[config.mk]
export PLATFORM = sky130hd
export DESIGN_NAME = cardinal_router_local_port
export DESIGN_NICKNAME = d
export VERILOG_FILES = /design/src/rtl/cardinal_pkg.sv /design/src/rtl/cardinal_vc_buf2.sv /design/src/rtl/cardinal_router_local_port.sv
export SDC_FILE = /design/constraint.sdc
export NUM_CORES = 1
export LEC_CHECK = 0
export BUFFER_PORTS_ARGS = -buffer_cell sky130_fd_sc_hd__buf_2
export CAP_MARGIN = 15
export CORE_UTILIZATION = 53
export DETAILED_ROUTE_END_ITERATION = 8
export PLACE_DENSITY = 0.79
export SYNTH_ARGS = -nofsm -noshare
export SYNTH_HDL_FRONTEND = slang
export SYNTH_SLANG_ARGS = --single-unit
[constraint.sdc]
create_clock -name clk -period 2.24 [get_ports clk]
set_clock_uncertainty 0.1 [all_clocks]
set_input_delay 0.56 -clock clk [delete_from_list [all_inputs] [get_ports clk]]
set_output_delay 0.56 -clock clk [all_outputs]
set_load 0.02 [all_outputs]
[src/rtl/cardinal_pkg.sv]
// Shared constants for the cardinal NIC link: packet layout and default widths.
package cardinal_pkg;

    localparam int DEFAULT_DATA_WIDTH = 64;
    localparam int DEFAULT_CNT_WIDTH  = 16;

    // Packet layout for the default 64-bit link.
    localparam int VC_BIT      = DEFAULT_DATA_WIDTH - 1;
    localparam int DIR_BIT     = DEFAULT_DATA_WIDTH - 2;
    localparam int HOP_MSB     = 55;
    localparam int HOP_LSB     = 48;
    localparam int SRC_MSB     = 47;
    localparam int SRC_LSB     = 32;
    localparam int PAYLOAD_MSB = 31;
    localparam int PAYLOAD_LSB = 0;

    typedef enum logic {VC_EVEN = 1'b0, VC_ODD = 1'b1} vc_e;

endpackage

[src/rtl/cardinal_vc_buf2.sv]
// Two one-entry VC slots; a slot is written on one polarity phase and read on the other.
module cardinal_vc_buf2
    import cardinal_pkg::*;
#(
    parameter int DATA_WIDTH = DEFAULT_DATA_WIDTH
) (
    input  logic                  clk,
    input  logic                  reset,
    input  logic                  wr_en,
    input  logic                  wr_vc,
    input  logic [DATA_WIDTH-1:0] wr_data,
    input  logic                  rd_en,
    input  logic                  rd_vc,
    output logic [1:0]            full,
    output logic [DATA_WIDTH-1:0] rd_data
);

    logic [1:0][DATA_WIDTH-1:0] data;

    always_ff @(posedge clk) begin
        if (reset) begin
            full <= '0;
            data <= '0;
        end else begin
            for (int i = 0; i < 2; i++) begin
                if (wr_en && (wr_vc == 1'(i))) begin
                    full[i] <= 1'b1;
                    data[i] <= wr_data;
                end else if (rd_en && (rd_vc == 1'(i))) begin
                    full[i] <= 1'b0;
                end
            end
        end
    end

    assign rd_data = data[rd_vc];

endmodule

[src/rtl/cardinal_router_local_port.sv]
// Router-side local port of the cardinal NIC link: polarity generation, per-VC
// ingress/egress buffering, VC checking and packet counters.
module cardinal_router_local_port
    import cardinal_pkg::*;
#(
    parameter int DATA_WIDTH = DEFAULT_DATA_WIDTH,
    parameter int CNT_WIDTH  = DEFAULT_CNT_WIDTH
) (
    input  logic                  clk,
    input  logic                  reset,
    output logic                  net_polarity,
    input  logic                  net_so,
    output logic                  net_ro,
    input  logic [DATA_WIDTH-1:0] net_do,
    output logic                  net_si,
    input  logic                  net_ri,
    output logic [DATA_WIDTH-1:0] net_di,
    output logic                  xo_v,
    input  logic                  xo_r,
    output logic [DATA_WIDTH-1:0] xo_d,
    input  logic                  xi_v,
    output logic                  xi_r,
    input  logic [DATA_WIDTH-1:0] xi_d,
    output logic                  err_vc,
    output logic [CNT_WIDTH-1:0]  rx_cnt,
    output logic [CNT_WIDTH-1:0]  tx_cnt
);

    localparam int MSB = DATA_WIDTH - 1;

    logic                  pol;
    logic                  ext_vc;
    logic                  int_vc;
    logic [1:0]            ib_full;
    logic [1:0]            eb_full;
    logic [DATA_WIDTH-1:0] ib_rd_data;
    logic [DATA_WIDTH-1:0] eb_rd_data;
    logic                  nic_offer;
    logic                  nic_acc;
    logic                  xo_pop;
    logic                  xb_acc;
    logic                  ni_pop;

    // The link runs on VC ~pol while the crossbar side uses VC pol, so the
    // slot filled this cycle is the one drained next cycle.
    assign ext_vc       = ~pol;
    assign int_vc       = pol;
    assign net_polarity = pol;

    assign net_ro    = ~reset & ~ib_full[ext_vc];
    assign nic_offer = net_so & net_ro;
    assign nic_acc   = nic_offer & (net_do[MSB] == ext_vc);

    assign xo_v   = ib_full[int_vc];
    assign xo_d   = ib_rd_data;
    assign xo_pop = xo_v & xo_r;

    // A wrong-VC crossbar offer is simply not taken; the crossbar retries.
    assign xi_r   = ~reset & ~eb_full[int_vc];
    assign xb_acc = xi_v & xi_r & (xi_d[MSB] == int_vc);

    assign net_si = eb_full[ext_vc];
    assign net_di = eb_rd_data;
    assign ni_pop = net_si & net_ri;

    always_ff @(posedge clk) begin
        if (reset) begin
            pol    <= 1'b0;
            err_vc <= 1'b0;
            rx_cnt <= '0;
            tx_cnt <= '0;
        end else begin
            pol    <= ~pol;
            err_vc <= nic_offer & (net_do[MSB] != ext_vc);
            if (nic_acc) rx_cnt <= rx_cnt + CNT_WIDTH'(1);
            if (ni_pop)  tx_cnt <= tx_cnt + CNT_WIDTH'(1);
        end
    end

    cardinal_vc_buf2 #(.DATA_WIDTH(DATA_WIDTH)) u_ingress (
        .clk     (clk),
        .reset   (reset),
        .wr_en   (nic_acc),
        .wr_vc   (ext_vc),
        .wr_data (net_do),
        .rd_en   (xo_pop),
        .rd_vc   (int_vc),
        .full    (ib_full),
        .rd_data (ib_rd_data)
    );

    cardinal_vc_buf2 #(.DATA_WIDTH(DATA_WIDTH)) u_egress (
        .clk     (clk),
        .reset   (reset),
        .wr_en   (xb_acc),
        .wr_vc   (int_vc),
        .wr_data (xi_d),
        .rd_en   (ni_pop),
        .rd_vc   (ext_vc),
        .full    (eb_full),
        .rd_data (eb_rd_data)
    );

endmodule

# == Word-level counts from Yosys, hierarchy flattened ==
# Index checks and enable logic that the tools add are counted.
# word_totals
output_inout_bits,166
ff_bits,294
inputBits,134
word_cells,64
# op_classes
reduce_logical,12
bitwise,13
mux,20
n_eq_ne,3
n_addsub,2
magnitude_cmp,2
# op_table
op,count
$mux W64,4
$add A16 B1 Y16 const B,2
$mux W1,16
$and A1 B1 Y1,9
$logic_and A1 B1 Y1,8
$reduce_bool A2 Y1,4
$lt A1 B2 Y1 const B,2
$not A1 Y1,4
$eq A1 B1 Y1,2
$ne A1 B1 Y1,1

# == Longest topological paths before layout ==
# depth
ltp_word,9
depth_mapped,7

# == Cells and area by module ==
# Synthesis repeated with hierarchy kept, for this count alone.
# hier_totals
hier_cells,1316
area_unflattened_um2,13893.3
# by_module_without_submodules
module,seq_area_each_um2,area_each_um2,instances,cells_each
cardinal_vc_buf2,2602.5,6113.4,2,565
cardinal_router_local_port,680.7,1666.6,1,186

# == Worst setup path after synthesis ==
# Ideal clock, no wire load.
# synth_path
path_type,register to output
startpoint,"register pol, in the netlist net_polarity"
endpoint,output port net_di[50]
stages_incl_launch_ff,5
slack_ns,-0.130
n_path_buf,3
required_time_ns,1.580
t_arrival_ns,1.710
cell_sequence,dfxtp_1 -> buf_6 -> clkbuf_1 -> clkbuf_1 -> mux2_2
# synth_via
elab_chain_cells,2
# synth_lines
item,line_no,source
"start, declared",cardinal_router_local_port.sv:31,logic pol;
"start signal, assigned",cardinal_router_local_port.sv:73,pol <= ~pol;
$mux W64 (implied by the code) (2 in a row),cardinal_vc_buf2.sv:36,assign rd_data = data[rd_vc];
"end, declared",cardinal_router_local_port.sv:17,"output logic [DATA_WIDTH-1:0] net_di,"
# Every way passes these cells. The select of a mux whose other input is x is not followed.

# == Worst setup path in the final report ==
# layout_path
startpoint,"register pol, in the netlist net_polarity"
endpoint,output port net_di[52]
# The elaborated chain is that of the path after synthesis.

==> flow_results.org <==
** Timing
- Hold Fails Final Rpt :: 0
- Setup repair after global routing could not meet its margin everywhere.
- Static timing analysis puts the maximum clock frequency at 0.400 GHz.
- Setup violations remaining at the end of the flow were counted as 164.
- At the pin with the least slew margin, the transition time is 1.12 ns.
- Fin Setup TNS :: -27.28 ns
- The final critical path takes up 112% of the cycle.
- The tightest hold path in the finished design has a slack of 0.148 ns.
- Slew HR :: 25.4%
- For the finished layout, the period the worst path requires is 2.50 ns.
- Setup WS post-layout :: -0.259 ns
- The number of pins exceeding their max-slew limit in the final report was 0.

** Placement
- HPWL after detailed placement :: 20.9 mm
- Count of port buffers added during placement :: 299
- Pre-CTS WS :: 0.124 ns
- In this run the cell area measured after placement is 13800 sq um.
- At the end of routability-driven placement, the weighted congestion stood at 0.841.

** Clocking
- In this run the clock root is driven by a clkbuf_16.
- After clock tree synthesis, the clock-pin slew on the worst setup and hold paths is 0.06 ns.
- For the worst-skew pair, the clock arrives at the later sink with an insertion delay of 0.55 ns.
- Buffers from clock root to sink, at most :: 3
- Clock tree synthesis inserted a total of 31 buffers.
- CTS built an H-tree with a depth of 1.
- For this design, the sink count on the clock tree is 294.
- TritonCTS built the clock tree.

** Worst setup path
- The worst setup path is captured at an output port.
- Cell-by-cell listing of the critical path :: buf_6 -> buf_12 -> buf_16 -> mux2_2 -> buf_6
- In this run the worst path has a maximum fanout of 7.
- Data required time of the worst path :: 1.58 ns
- Startpoint class of the critical path :: flip-flop
- For this run, the slowest stage of the critical path takes 0.38 ns.
- The critical path contains buffers and inverters numbering 4 combined.
- Max stage delay cell, worst path :: dfxtp_4
- Arrival time at the worst endpoint :: 1.84 ns
- Most repeated library cell on the critical path :: buf_6
- The critical path is of the flip-flop to output port type.
- The kind of cell with the highest combined delay along the critical path is buffers and inverters.

** Detailed routing
- The detailed router finished its first iteration with 991 violations.
- After detailed routing, the number of vias per cell comes to 5.77.
- Routed wire length per instance :: 19.5 um
- Residual DRC count :: 0
- For this run, the detailed router's first-pass iteration total came to 5.
- Via count :: 11.9k
- Total wire length after detailed routing :: 40.3 mm
- The count of nets left with antenna violations once routing finished came out at 0.

** Synthesis
- Multiplexer cells account for 12.3% of the synthesized area.
- The cell count after synthesis came out at 1451.
- Number of synthesized flops with an enable pin :: 0
- Primary flip-flop cell chosen by synthesis mapping :: dfxtp_1
- Summing the areas of all compound-gate instances in the mapped netlist gives 12.7% of the synthesized area.
- Synthesized area per cell :: 8.32 sq um
- Share of synthesized area occupied by flip-flops and latches :: 48.8%
- Count of unique library cells instantiated by Yosys :: 41
- By area, the combinational part of the netlist is dominated by simple AND/OR/NAND/NOR gates.
- Async SR Flop Fraction :: 0%
- Post-synthesis share of cell area spent on xor and xnor gates :: 1.09%
- Largest cells by area after synthesis :: dfxtp_1 49%, nand2_1 16%, mux2_2 12%
- Counting flops and latches in the post-synthesis netlist gives 294.
- Simple-gate share of the synthesized area :: 20.5%
- Synthesized cell area :: 12100 sq um
- Of the total synthesized cell area, the portion taken by full adders, half adders and majority gates is 0.207%.
- Cell type with the largest total area after synthesis :: dfxtp_1
- Number of synthesis warnings :: 0
- The number of nets in the synthesized netlist is 1587.
- After synthesis, the largest area contributor takes up 48.8% of total cell area.

** Run status
- Failing checks :: negative setup slack
- The run finished, with violations left.

** Cells and area
- Ratio of cells with drive above 1 in the final layout :: 32.4%
- The area growth from synthesis to layout is 39.3%.
- Final nets :: 1889
- In the final layout, flip-flops and latches occupy 5890 sq um.
- In the final layout, the multi-input gates occupy 6060 sq um.
- Filler instances :: 1431
- Post-route cell area :: 16800 sq um

** Die
- I/O pin count :: 300
- Core area :: 22100 sq um
- Horizontal extent of the die :: 153 um
- Row generation in the floorplan step produced 54 rows.
- The initial utilization of the core area, before any placement, comes to 54.6%.
- Total Die Area :: 23400 sq um
- Die extent in y :: 153 um

** Global routing
- GRT Total Usage :: 29.9%
- The first global-routing pass estimated 56.9 mm of wire.
- The via count of the first global-routing pass is 11.3k.
- Maximum number of pins on one net before global-route repair :: 109
- Global-route congestion overflow total :: 0
- Antenna violations before repair :: 8

** Power and ir drop
- For this design the ratio of total power to cell area is 702 nW/um^2.
- Static Leakage :: 6.78 nW
- The completed layout was analyzed and its total power is 11.8 mW.
- Across the VDD grid, the largest voltage drop is 611 uV.

** Worst hold path
- In this run the worst hold path is classified as input port to flip-flop.

** Job
- Across the run, the number of max-cap violations was 0.
[kinds of logic (layout without fill, tap and decap cells)]
group / Yosys count / count (layout)
multiplexers: 132 / 132
other: 0 / 4
AND/OR/NAND/NOR: 602 / 603
flip-flops: 294 / 294
AO/OA/AOI/OAI: 297 / 297
buffers and inverters: 109 / 434
XOR/XNOR: 15 / 15
adder cells (fa/ha/maj): 2 / 2
[metrics by stage]
stage               utilization, %  instances
finish                        76.1       2061
detailed placement            62.6       1959
floorplan                        -       1451
CTS                           70.6       2041
global placement              62.6       1959
global route                  76.1       2061
[worst paths after layout]
path | startpoint | end | slack, ns | cells after the start
worst min register to register | u_egress.data[109] | u_egress.data[109] | 0.35 | 2
worst max register to register | net_polarity | rx_cnt[12] | -0.09 | 7
worst max-delay path | net_polarity | net_di[52] | -0.26 | 5
worst min-delay path | xi_d[51] | u_egress.data[115] | 0.15 | 3
[metal layers]
layer	part of all wire (%)	vias to the layer above	global-route usage [%]
met5	0.14	-	0
met4	4.4	8	11.8
met3	8.8	145	7.23
met2	50	591	52.7
met1	37	5687	34.8
li1	-	5455	-
[state kept, by name (all words and copies together), names as in the netlist]
| register | count |
|---|---|
| u_egress.data | 128 |
| u_egress.full | 2 |
| rx_cnt | 16 |
| u_ingress.data | 128 |
| err_vc | 1 |
| tx_cnt | 16 |
| u_ingress.full | 2 |
| net_polarity | 1 |
[cell usage in the layout, fill, tap and decap left out, types with 8 or more instances in the layout]
master     instances
a21oi_1          272
buf_12            14
buf_16            16
buf_2            191
buf_4             25
buf_6            112
clkbuf_16         41
clkbuf_8          11
clkinv_2          10
dfxtp_1          293
mux2_2            35
mux2_4            95
nand2_1          518
nand3_1            9
nor2_1            22
o21ai_0           11
or3_1              9
xor2_1             8
[synth_stat cells, types with 5 or more instances]
| cell type | count |
|---|---|
| a21oi_1 | 272 |
| nand3_1 | 9 |
| nand4_1 | 5 |
| dfxtp_1 | 294 |
| nand2_1 | 520 |
| mux2_2 | 129 |
| clkbuf_1 | 67 |
| buf_2 | 21 |
| or4_1 | 8 |
| buf_6 | 13 |
| o31ai_1 | 7 |
| xnor2_1 | 7 |
| or3_1 | 11 |
| o21ai_0 | 11 |
| xor2_1 | 8 |
| inv_1 | 5 |
| nor2_1 | 22 |
[where the power goes]
part	total (mW)	switching [mW]	internal (mW)	leakage, nW
Sequential	5.40	0.0682	5.34	2.38
Combinational	1.27	0.674	0.597	3.89
Clock	5.12	2.15	2.97	0.515
Total	11.8	2.89	8.90	6.78
[cell type report]
type / instances / share of cell area [%]
multi-input combinational: 1049 / 36.1
sequential: 294 / 35.0
timing repair buffer: 372 / 20.5
clock buffer: 44 / 5.50
tap: 280 / 2.08
clock inverter: 13 / 0.573
inverter: 5 / 0.112
antenna: 4 / 0.0596
[worst register-to-register path: stages (launching register included)]
cell       delay (ns)
dfxtp_4          0.38
buf_6            0.23
bufbuf_16        0.32
nor3b_4          0.19
buf_4            0.18
o211ai_2         0.16
or4_1            0.54
a21oi_1          0.15
[repair_timing]
action                                  4_1_cts  5_1_grt
hold buffers                                  0        0
resized for setup                            80      281
cloned                                       16       14
endpoints found under the setup margin      132      356
pin swaps                                     1        2
buffers inserted                             10        4
Note: power is estimated with default switching activity, not from simulation.
